$ cat src/rtl/conv_channel_accumulator.sv
// Per-pixel channel accumulator behind the conv adder tree: saturating sign-magnitude sum + bias.
// Optional ReLU on the output value when CONV_ACC_RELU_EN is defined.
module conv_channel_accumulator #(
  parameter int DATA_WIDTH   = 32,
  parameter int FRAC_WIDTH   = 15,
  parameter int MAX_CHANNELS = 64,
  localparam int CNT_W       = $clog2(MAX_CHANNELS + 1)
) (
  input  logic                  i_clk,
  input  logic                  i_reset,
  input  logic                  i_enable,
  input  logic                  i_start,
  input  logic [CNT_W-1:0]      i_num_channels,
  input  logic [DATA_WIDTH-1:0] i_bias,
  input  logic [DATA_WIDTH-1:0] i_tree_data,
  input  logic                  i_tree_overflow,
  input  logic                  i_valid,
  output logic                  o_ready,
  output logic [DATA_WIDTH-1:0] o_data,
  output logic                  o_valid,
  input  logic                  i_out_ready,
  output logic                  o_overflow,
  output logic                  o_busy
);

  localparam int MAG_W = DATA_WIDTH - 1;

  if (FRAC_WIDTH >= DATA_WIDTH) begin : g_bad_frac
    $error("FRAC_WIDTH must be smaller than DATA_WIDTH");
  end

  typedef enum logic [1:0] {S_IDLE, S_ACCUM, S_BIAS, S_OUT} state_t;

  state_t                r_state, w_next;
  logic [DATA_WIDTH-1:0] r_acc, r_bias, r_data;
  logic [CNT_W-1:0]      r_count, r_num;
  logic                  r_ovf;
  logic [DATA_WIDTH-1:0] w_operand;
  logic [DATA_WIDTH:0]   w_sum;
  logic                  w_last;

  // Returns {overflow, sign, magnitude}; never produces a negative zero.
  function automatic logic [DATA_WIDTH:0] sat_add(input logic [DATA_WIDTH-1:0] a,
                                                  input logic [DATA_WIDTH-1:0] b);
    logic [MAG_W:0]   s;
    logic [MAG_W-1:0] m;
    logic             sg;
    logic             ov;
    s  = '0;
    ov = 1'b0;
    if (a[DATA_WIDTH-1] == b[DATA_WIDTH-1]) begin
      s  = {1'b0, a[MAG_W-1:0]} + {1'b0, b[MAG_W-1:0]};
      ov = s[MAG_W];
      m  = ov ? '1 : s[MAG_W-1:0];
      sg = a[DATA_WIDTH-1];
    end else if (a[MAG_W-1:0] >= b[MAG_W-1:0]) begin
      m  = a[MAG_W-1:0] - b[MAG_W-1:0];
      sg = a[DATA_WIDTH-1];
    end else begin
      m  = b[MAG_W-1:0] - a[MAG_W-1:0];
      sg = b[DATA_WIDTH-1];
    end
    if (m == '0) sg = 1'b0;
    return {ov, sg, m};
  endfunction

  assign w_operand = (r_state == S_BIAS) ? r_bias : i_tree_data;
  assign w_sum     = sat_add(r_acc, w_operand);
  assign w_last    = (r_count == r_num - CNT_W'(1));

  always_ff @(posedge i_clk or posedge i_reset) begin
    if (i_reset) r_state <= S_IDLE;
    else         r_state <= w_next;
  end

  always_comb begin
    w_next = r_state;
    if (i_enable) begin
      case (r_state)
        S_IDLE:  if (i_start) w_next = S_ACCUM;
        S_ACCUM: if (i_valid && w_last) w_next = S_BIAS;
        S_BIAS:  w_next = S_OUT;
        S_OUT:   if (i_out_ready) w_next = S_IDLE;
        default: w_next = S_IDLE;
      endcase
    end
  end

  always_comb begin
    o_ready = (r_state == S_ACCUM) && i_enable;
    o_valid = (r_state == S_OUT);
    o_busy  = (r_state != S_IDLE);
  end

  always_ff @(posedge i_clk or posedge i_reset) begin
    if (i_reset) begin
      r_acc   <= '0;
      r_bias  <= '0;
      r_data  <= '0;
      r_count <= '0;
      r_num   <= '0;
      r_ovf   <= 1'b0;
    end else if (i_enable) begin
      case (r_state)
        S_IDLE: if (i_start) begin
          r_acc   <= '0;
          r_count <= '0;
          r_ovf   <= 1'b0;
          r_bias  <= i_bias;
          r_num   <= (i_num_channels == '0) ? CNT_W'(1) : i_num_channels;
        end
        S_ACCUM: if (i_valid) begin
          r_acc   <= w_sum[DATA_WIDTH-1:0];
          r_count <= r_count + CNT_W'(1);
          r_ovf   <= r_ovf | i_tree_overflow | w_sum[DATA_WIDTH];
        end
        S_BIAS: begin
          r_acc <= w_sum[DATA_WIDTH-1:0];
          r_ovf <= r_ovf | w_sum[DATA_WIDTH];
`ifdef CONV_ACC_RELU_EN
          r_data <= w_sum[DATA_WIDTH-1] ? '0 : w_sum[DATA_WIDTH-1:0];
`else
          r_data <= w_sum[DATA_WIDTH-1:0];
`endif
        end
        default: ;
      endcase
    end
  end

  assign o_data     = r_data;
  assign o_overflow = r_ovf;

endmodule

$ cat config.mk
export PLATFORM = sky130hd
export DESIGN_NAME = conv_channel_accumulator
export DESIGN_NICKNAME = d
export VERILOG_FILES = /design/src/rtl/conv_channel_accumulator.sv
export SDC_FILE = /design/constraint.sdc
export NUM_CORES = 1
export LEC_CHECK = 0
export ABC_CLOCK_PERIOD_IN_PS = 6100
export CORE_ASPECT_RATIO = 0.5
export CORE_MARGIN = 2
export CORE_UTILIZATION = 52
export CTS_BUF_LIST = sky130_fd_sc_hd__clkbuf_8
export DETAILED_ROUTE_END_ITERATION = 7
export GPL_ROUTABILITY_DRIVEN = 1
export PLACE_DENSITY = 0.74
export SLEW_MARGIN = 10
export SYNTH_ARGS = -nofsm -noshare
export SYNTH_HDL_FRONTEND = slang
export SYNTH_SLANG_ARGS = --single-unit
$ cat constraint.sdc
create_clock -name i_clk -period 6.1 [get_ports i_clk]
set_input_delay 1.83 -clock i_clk [delete_from_list [all_inputs] [get_ports i_clk]]
set_output_delay 1.83 -clock i_clk [all_outputs]
set_load 0.1 [all_outputs]
==> impl_metrics.yaml, run 1 <==
run_status:
  status: "finished clean"
sta:
  fin_skew_ns: 0.0322
  relSlewSlack_pct: 11.4
  final.setup.tns_ns: 0
  period_needed_ns: 6.02
  hold_viol_final: 0
  period_share_pct: 98.7
  setup_viol: 0
  slew_viol_final: 0
  tightestPinTransition_ns: 1.33
  fmax_mhz: 166
synthesis:
  async_flop_share_pct: 100
  synth_nets: 1476
  synthFlopType: "dfrtp_1"
  ys_types: 89
  syn_inst: 1288
  avgSynthCellArea_um2: 8.42
  ys_seq_area_share_pct: 26.1
  synthesis.area_um2: 10800
  synth_warnings: 0
  ys_seq_elements: 113
  synth_edf_count: 0
clock_tree:
  clk_latency_ns: 0.53
  hold_buffers: 0
  clock-sinks: 113
  cts_root_buffer: "clkbuf_8"
  htree_levels: 4
  cts_max_path_buffers: 2
  cts_buffers: 17
  clkSlewWorstSetupHoldPaths_ns: 0.09
  cts_tree: "done"
global_route:
  grtUsageMet2_pct: 63.4
  gr-max-usage-layer: "met2"
  grt_pass1_vias: 12500
  antenna_found_initial: 1
  met3_usage_pct: 16.3
  use_met1_pct: 63.1
  grt_max_degree: 51
  grt_usage_pct: 44.8
  gr-total-overflow: 0
  grt_pass1_wl_um: 74400
worst_setup_path:
  critPathMaxStageDelay_ns: 0.52
  arrival_ns: 6.44
  cp_slowest_cell: "or4_4"
  end_kind: "register"
  worst-path-max-fanout: 10
  path_class: "in2reg"
  startpoint_type: "input pin"
  crit_chain: "clkdlybuf4s50_1 -> mux2_2 -> ha_1 -> buf_4 -> nand4b_1 -> nor3_2 -> buf_4 -> nand3_1 -> o211ai_2 -> nor2_4 -> buf_12 -> mux2_1 -> o32ai_1 -> o2bb2ai_1 -> nand4bb_1 -> or3_1 -> or4_4 -> a32o_1"
  cp.required_ns: 6.52
  cpMostUsedCell: "buf_4"
die:
  fp-row-count: 37
  core-area_um2: 20500
  die_h_um: 106
  ios: 114
  die_area_um2: 22100
  floorplan.initialDensity_pct: 52.9
  die_width_um: 208
flow_run:
  cap_violations: 0
cells_and_area:
  drive_gt1_share_pct: 30.3
  synthToLayoutAreaGrowth_pct: 40.2
  nNetsFinal: 1882
routing:
  vias: 12600
  detail_route.vias_per_cell: 6.35
  drtPass1Iterations: 6
  initialDrtViolationCount: 1922
  drc_errors: 0
  drt_wl_total_um: 48900
  antenna_left: 0
  route.detailed.wl_per_inst_um: 24.7
placed_design:
  dpl.hpwl_um: 38200
  port_buffers: 113
  gp_congestion: 1.06
min_path:
  hold_path_class: "reg2reg"
-- cell families after synthesis --
kind of cell | Yosys count | share of synthesized area, %
AOI/OAI and AO/OA | 403 | 24.2
and+or+nand+nor | 351 | 16.8
buffers and inverters | 167 | 6.38
DFF | 113 | 26.1
adders and majority gates | 110 | 12.9
muxes | 94 | 9.68
xor gates and xnor gates | 50 | 4.04
-- final cells by class --
cell class              count  area, µm²
clock inverters            13        136
repair buffers            454       3710
well taps                 273        342
flip-flops and latches    113       2830
fillers                  1451       5300
inverters                 100        378
multi-input cells        1008       7550
clock buffers              19        262
diodes                      1       2.50
-- Yosys cell counts (all sizes together), types with 26 or more instances --
library cell | number | share of area (%)
o21ai | 99 | 4.6
buf | 40 | 2.0
clkbuf | 27 | 0.93
nand2 | 93 | 3.3
xnor2 | 37 | 3.0
nor2 | 86 | 3.0
nor3 | 26 | 1.2
ha | 107 | 12
a21oi | 112 | 5.3
dfrtp | 113 | 26
mux2 | 87 | 9.0
inv | 100 | 3.5
-- critical path, delay by kind of cell --
family | cells | cell delay, ns
AO/OA/AOI/OAI | 4 | 0.87
AND/OR/NAND/NOR | 7 | 1.81
adder cells (fa/ha/maj) | 1 | 0.37
multiplexers | 2 | 0.64
buffers and inverters | 4 | 0.91
-- state kept, by name, summed over array words and instances (netlist names) --
name and count:
o_data 32, o_overflow 1, r_state 2, r_acc 32, r_bias 32, r_count 7, r_num 7
-- routing by layer --
layer | vias to the layer above | routed length (µm)
met3 | 126 | 6660
met4 | 2 | 1190
li1 | 5499 | -
met5 | - | 11
met1 | 6083 | 21500
met2 | 871 | 19500
-- path summary, 6_finish.rpt --
| check | endpoint | startpoint | slack, ns | cells after the start |
|---|---|---|---|---|
| max in group asynchronous | r_bias[14]$_DFFE_PP0P_ | i_reset | 3.39 | 3 |
| min in group asynchronous | o_data[31]$_DFFE_PP0P_ | i_reset | 1.74 | 2 |
| max | r_acc[31]$_DFFE_PP0P_ | i_tree_data[12] | 0.08 | 18 |
| min | o_data[22]$_DFFE_PP0P_ | o_data[22]$_DFFE_PP0P_ | 0.50 | 2 |
| min reg2reg | o_data[22]$_DFFE_PP0P_ | o_data[22]$_DFFE_PP0P_ | 0.50 | 2 |
| max reg2reg | r_acc[31]$_DFFE_PP0P_ | r_state[0]$_DFFE_PP0P_ | 0.48 | 20 |
-- metrics by stage --
| step | area, µm² | setup WS (ns) | std cells | hold WS, ns | util (%) |
|---|---|---|---|---|---|
| after detailed placement | 14600 | -0.613 | 1947 | 0.475 | 71.2 |
| after global placement | 14600 | -0.470 | 1947 | 0.460 | 71.2 |
| after CTS | 15000 | 0.0134 | 1979 | 0.493 | 73.2 |
| after floorplan | 10800 | 0.514 | 1288 | 0.474 | - |
| final | 15200 | 0.0778 | 1981 | 0.496 | 74.2 |
| after global routing | 15200 | -0.0390 | 1980 | 0.519 | 74.1 |
-- repair_timing --
action	4_1_cts	5_1_grt
hold endpoints to repair	0	0
buffers inserted	0	1
cloned	0	0
resized for setup	1	38
setup endpoints to repair	2	2
pin swaps	0	7
-- cells in the final DEF, fill, tap and decap left out, types with 20 or more instances in the layout --
cell type and count:
nand3_1 20, nand2_1 91, o21ai_0 93, mux2_2 86, a21oi_1 105, clkdlybuf4s50_1 112
inv_1 98, ha_1 104, o22ai_1 25, nor2_1 84, nor3_1 25, buf_4 340
nor2b_1 23, dfrtp_1 113, xnor2_1 36
Power of run 1 is left out: the tool's default activity adds up to more than one toggle a clock period on the data nets, which glitch-free logic cannot reach.
==> run 2, diff against run 1 <==
--- a/config.mk
+++ b/config.mk
@@ -6,6 +6,7 @@
 export NUM_CORES = 1
 export LEC_CHECK = 0
 export ABC_CLOCK_PERIOD_IN_PS = 6100
+export CAP_MARGIN = 20
 export CORE_ASPECT_RATIO = 0.5
 export CORE_MARGIN = 2
 export CORE_UTILIZATION = 52
==> run 2 against run 1 <==
Design area grew 0.13%. Setup slack gained 0.027 ns. Register-to-register slack gained 0.04 ns. Clock skew shrank 0.0012 ns. Core utilization grew 0.098 points. Wire length grew 0.33%. Via count grew 0.35%. Die area is the same. Flip-flop and latch count is the same. Highest routed layer unchanged.
==> impl_metrics.yaml, run 2 (synthesis results as in run 1) <==
sta:
  period_needed_ns: 6.00
  tightestPinTransition_ns: 1.13
  period_share_pct: 98.3
  fmax_mhz: 167
  hold_viol_final: 0
  setup_viol: 0
  hold_ws_ns: 0.496
  slew_viol_final: 0
  relSlewSlack_pct: 24.7
  fin_skew_ns: 0.0310
worst_setup_path:
  startpoint_type: "input pin"
  worst-path-max-fanout: 12
  end_kind: "register"
  cp.required_ns: 6.52
  path_class: "in2reg"
  arrival_ns: 6.41
  cp_slowest_cell: "ha_1"
  crit_chain: "clkdlybuf4s50_1 -> mux2_2 -> ha_1 -> nand4_1 -> nor4_2 -> buf_4 -> o211ai_4 -> a22oi_2 -> nor2_1 -> or3_1 -> o41ai_2 -> nand4bb_1 -> or3_1 -> or4_4 -> a32o_1"
  cpMostUsedCell: "or3_1"
  critPathMaxStageDelay_ns: 0.54
cells_and_area:
  diodes: 0
  synthToLayoutAreaGrowth_pct: 40.4
  drive_gt1_share_pct: 30.4
  final_common_cell: "buf_4"
  final_cell_mix: "buf_4, dfrtp_1, clkdlybuf4s50_1, a21oi_1, ha_1"
  nNetsFinal: 1883
clock_tree:
  hold_buffers: 0
  cts_tree: "done"
  cts_buffers: 17
  clock-sinks: 113
  clk_latency_ns: 0.53
  htree_levels: 4
  cts_root_buffer: "clkbuf_8"
  cts_max_path_buffers: 2
  clkSlewWorstSetupHoldPaths_ns: 0.10
global_route:
  grt_usage_pct: 44.8
  grt_max_degree: 51
  gr-total-overflow: 0
  grt_pass1_vias: 12500
  antenna_found_initial: 1
  grt_pass1_wl_um: 74400
die:
  die_h_um: 106
  floorplan.initialDensity_pct: 52.9
  core-area_um2: 20500
  die_width_um: 208
  die_area_um2: 22100
  fp-row-count: 37
  ios: 114
routing:
  drtPass1Iterations: 8
  route.detailed.wl_per_inst_um: 24.8
  drt_wl_total_um: 49000
  initialDrtViolationCount: 1828
  detail_route.vias_per_cell: 6.37
  drc_errors: 0
  antenna_left: 0
  vias: 12600
placed_design:
  gp_congestion: 1.06
  port_buffers: 113
  dpl.hpwl_um: 38200
flow_run:
  cap_violations: 0
min_path:
  hold_path_class: "reg2reg"
run_status:
  status: "finished clean"
run 2: changes by cell type in the layout (fill, tap and decap cells not counted):
cell	delta
buf_8	+1
diode_2	-1
o311ai_1	-1
o311ai_2	+1
run 2: worst max-delay path, delay by kind of cell:
| kind | cells | cell delay [ns] |
|---|---|---|
| fa+ha+maj | 1 | 0.54 |
| buf+inv | 2 | 0.60 |
| simple gates | 7 | 2.12 |
| mux | 1 | 0.31 |
| compound gates | 4 | 1.00 |
run 2: repair_timing:
action / in CTS / in global routing
pin swaps: 0 / 7
gates resized for setup: 1 / 39
setup buffers: 0 / 1
setup endpoints to repair: 2 / 2
run 2: area by class of cell:
cell class,count,area (µm²)
multi-input combinational,1008,7550
clock buffer,19,262
tap,273,342
inverter,100,378
clock inverter,13,136
fill,1447,5280
sequential,113,2830
timing repair buffer,455,3730
run 2: worst paths after layout:
path | start | depth (start not counted) | slack (ns) | end
hold reg to reg | o_data[22]$_DFFE_PP0P_ | 2 | 0.50 | o_data[22]$_DFFE_PP0P_
setup reg to reg | r_state[0]$_DFFE_PP0P_ | 19 | 0.52 | r_acc[31]$_DFFE_PP0P_
hold / removal | o_data[22]$_DFFE_PP0P_ | 2 | 0.50 | o_data[22]$_DFFE_PP0P_
min in group asynchronous | i_reset | 2 | 1.75 | o_data[31]$_DFFE_PP0P_
max in group asynchronous | i_reset | 3 | 3.39 | r_bias[14]$_DFFE_PP0P_
setup / recovery | i_tree_data[17] | 15 | 0.10 | r_acc[31]$_DFFE_PP0P_
run 2: per-layer routing:
| layer | global-route usage (%) | up-vias | part of all wire, % |
|---|---|---|---|
| met5 | 0 | - | 0.027 |
| met2 | 63.4 | 907 | 40 |
| met3 | 16.3 | 130 | 14 |
| met4 | 13.3 | 2 | 2.7 |
| li1 | - | 5500 | - |
| met1 | 63.1 | 6086 | 44 |
run 2: stage by stage:
stage	util [%]	std cells	setup TNS, ns	area (µm²)	setup WS, ns
6_report	74.3	1981	0	15200	0.105
5_1_grt	74.3	1981	-0.0390	15200	-0.0390
4_1_cts	73.2	1979	0	15000	0.0134
3_5_place_dp	71.2	1947	-1.15	14600	-0.613
3_3_place_gp	71.2	1947	-0.873	14600	-0.470
2_1_floorplan	-	1288	0	10800	0.514
Power of run 2 is left out for the same reason.
==> run 3, diff against run 2 <==
--- a/config.mk
+++ b/config.mk
@@ -14,7 +14,8 @@
 export DETAILED_ROUTE_END_ITERATION = 7
 export GPL_ROUTABILITY_DRIVEN = 1
 export PLACE_DENSITY = 0.74
-export SLEW_MARGIN = 10
+export SLEW_MARGIN = 5
 export SYNTH_ARGS = -nofsm -noshare
 export SYNTH_HDL_FRONTEND = slang
 export SYNTH_SLANG_ARGS = --single-unit
+export TNS_END_PERCENT = 10
==> results of run 3 <==
The final DEF is identical to that of run 2; final timing and power are the same.
Power of run 3 is left out for the same reason.
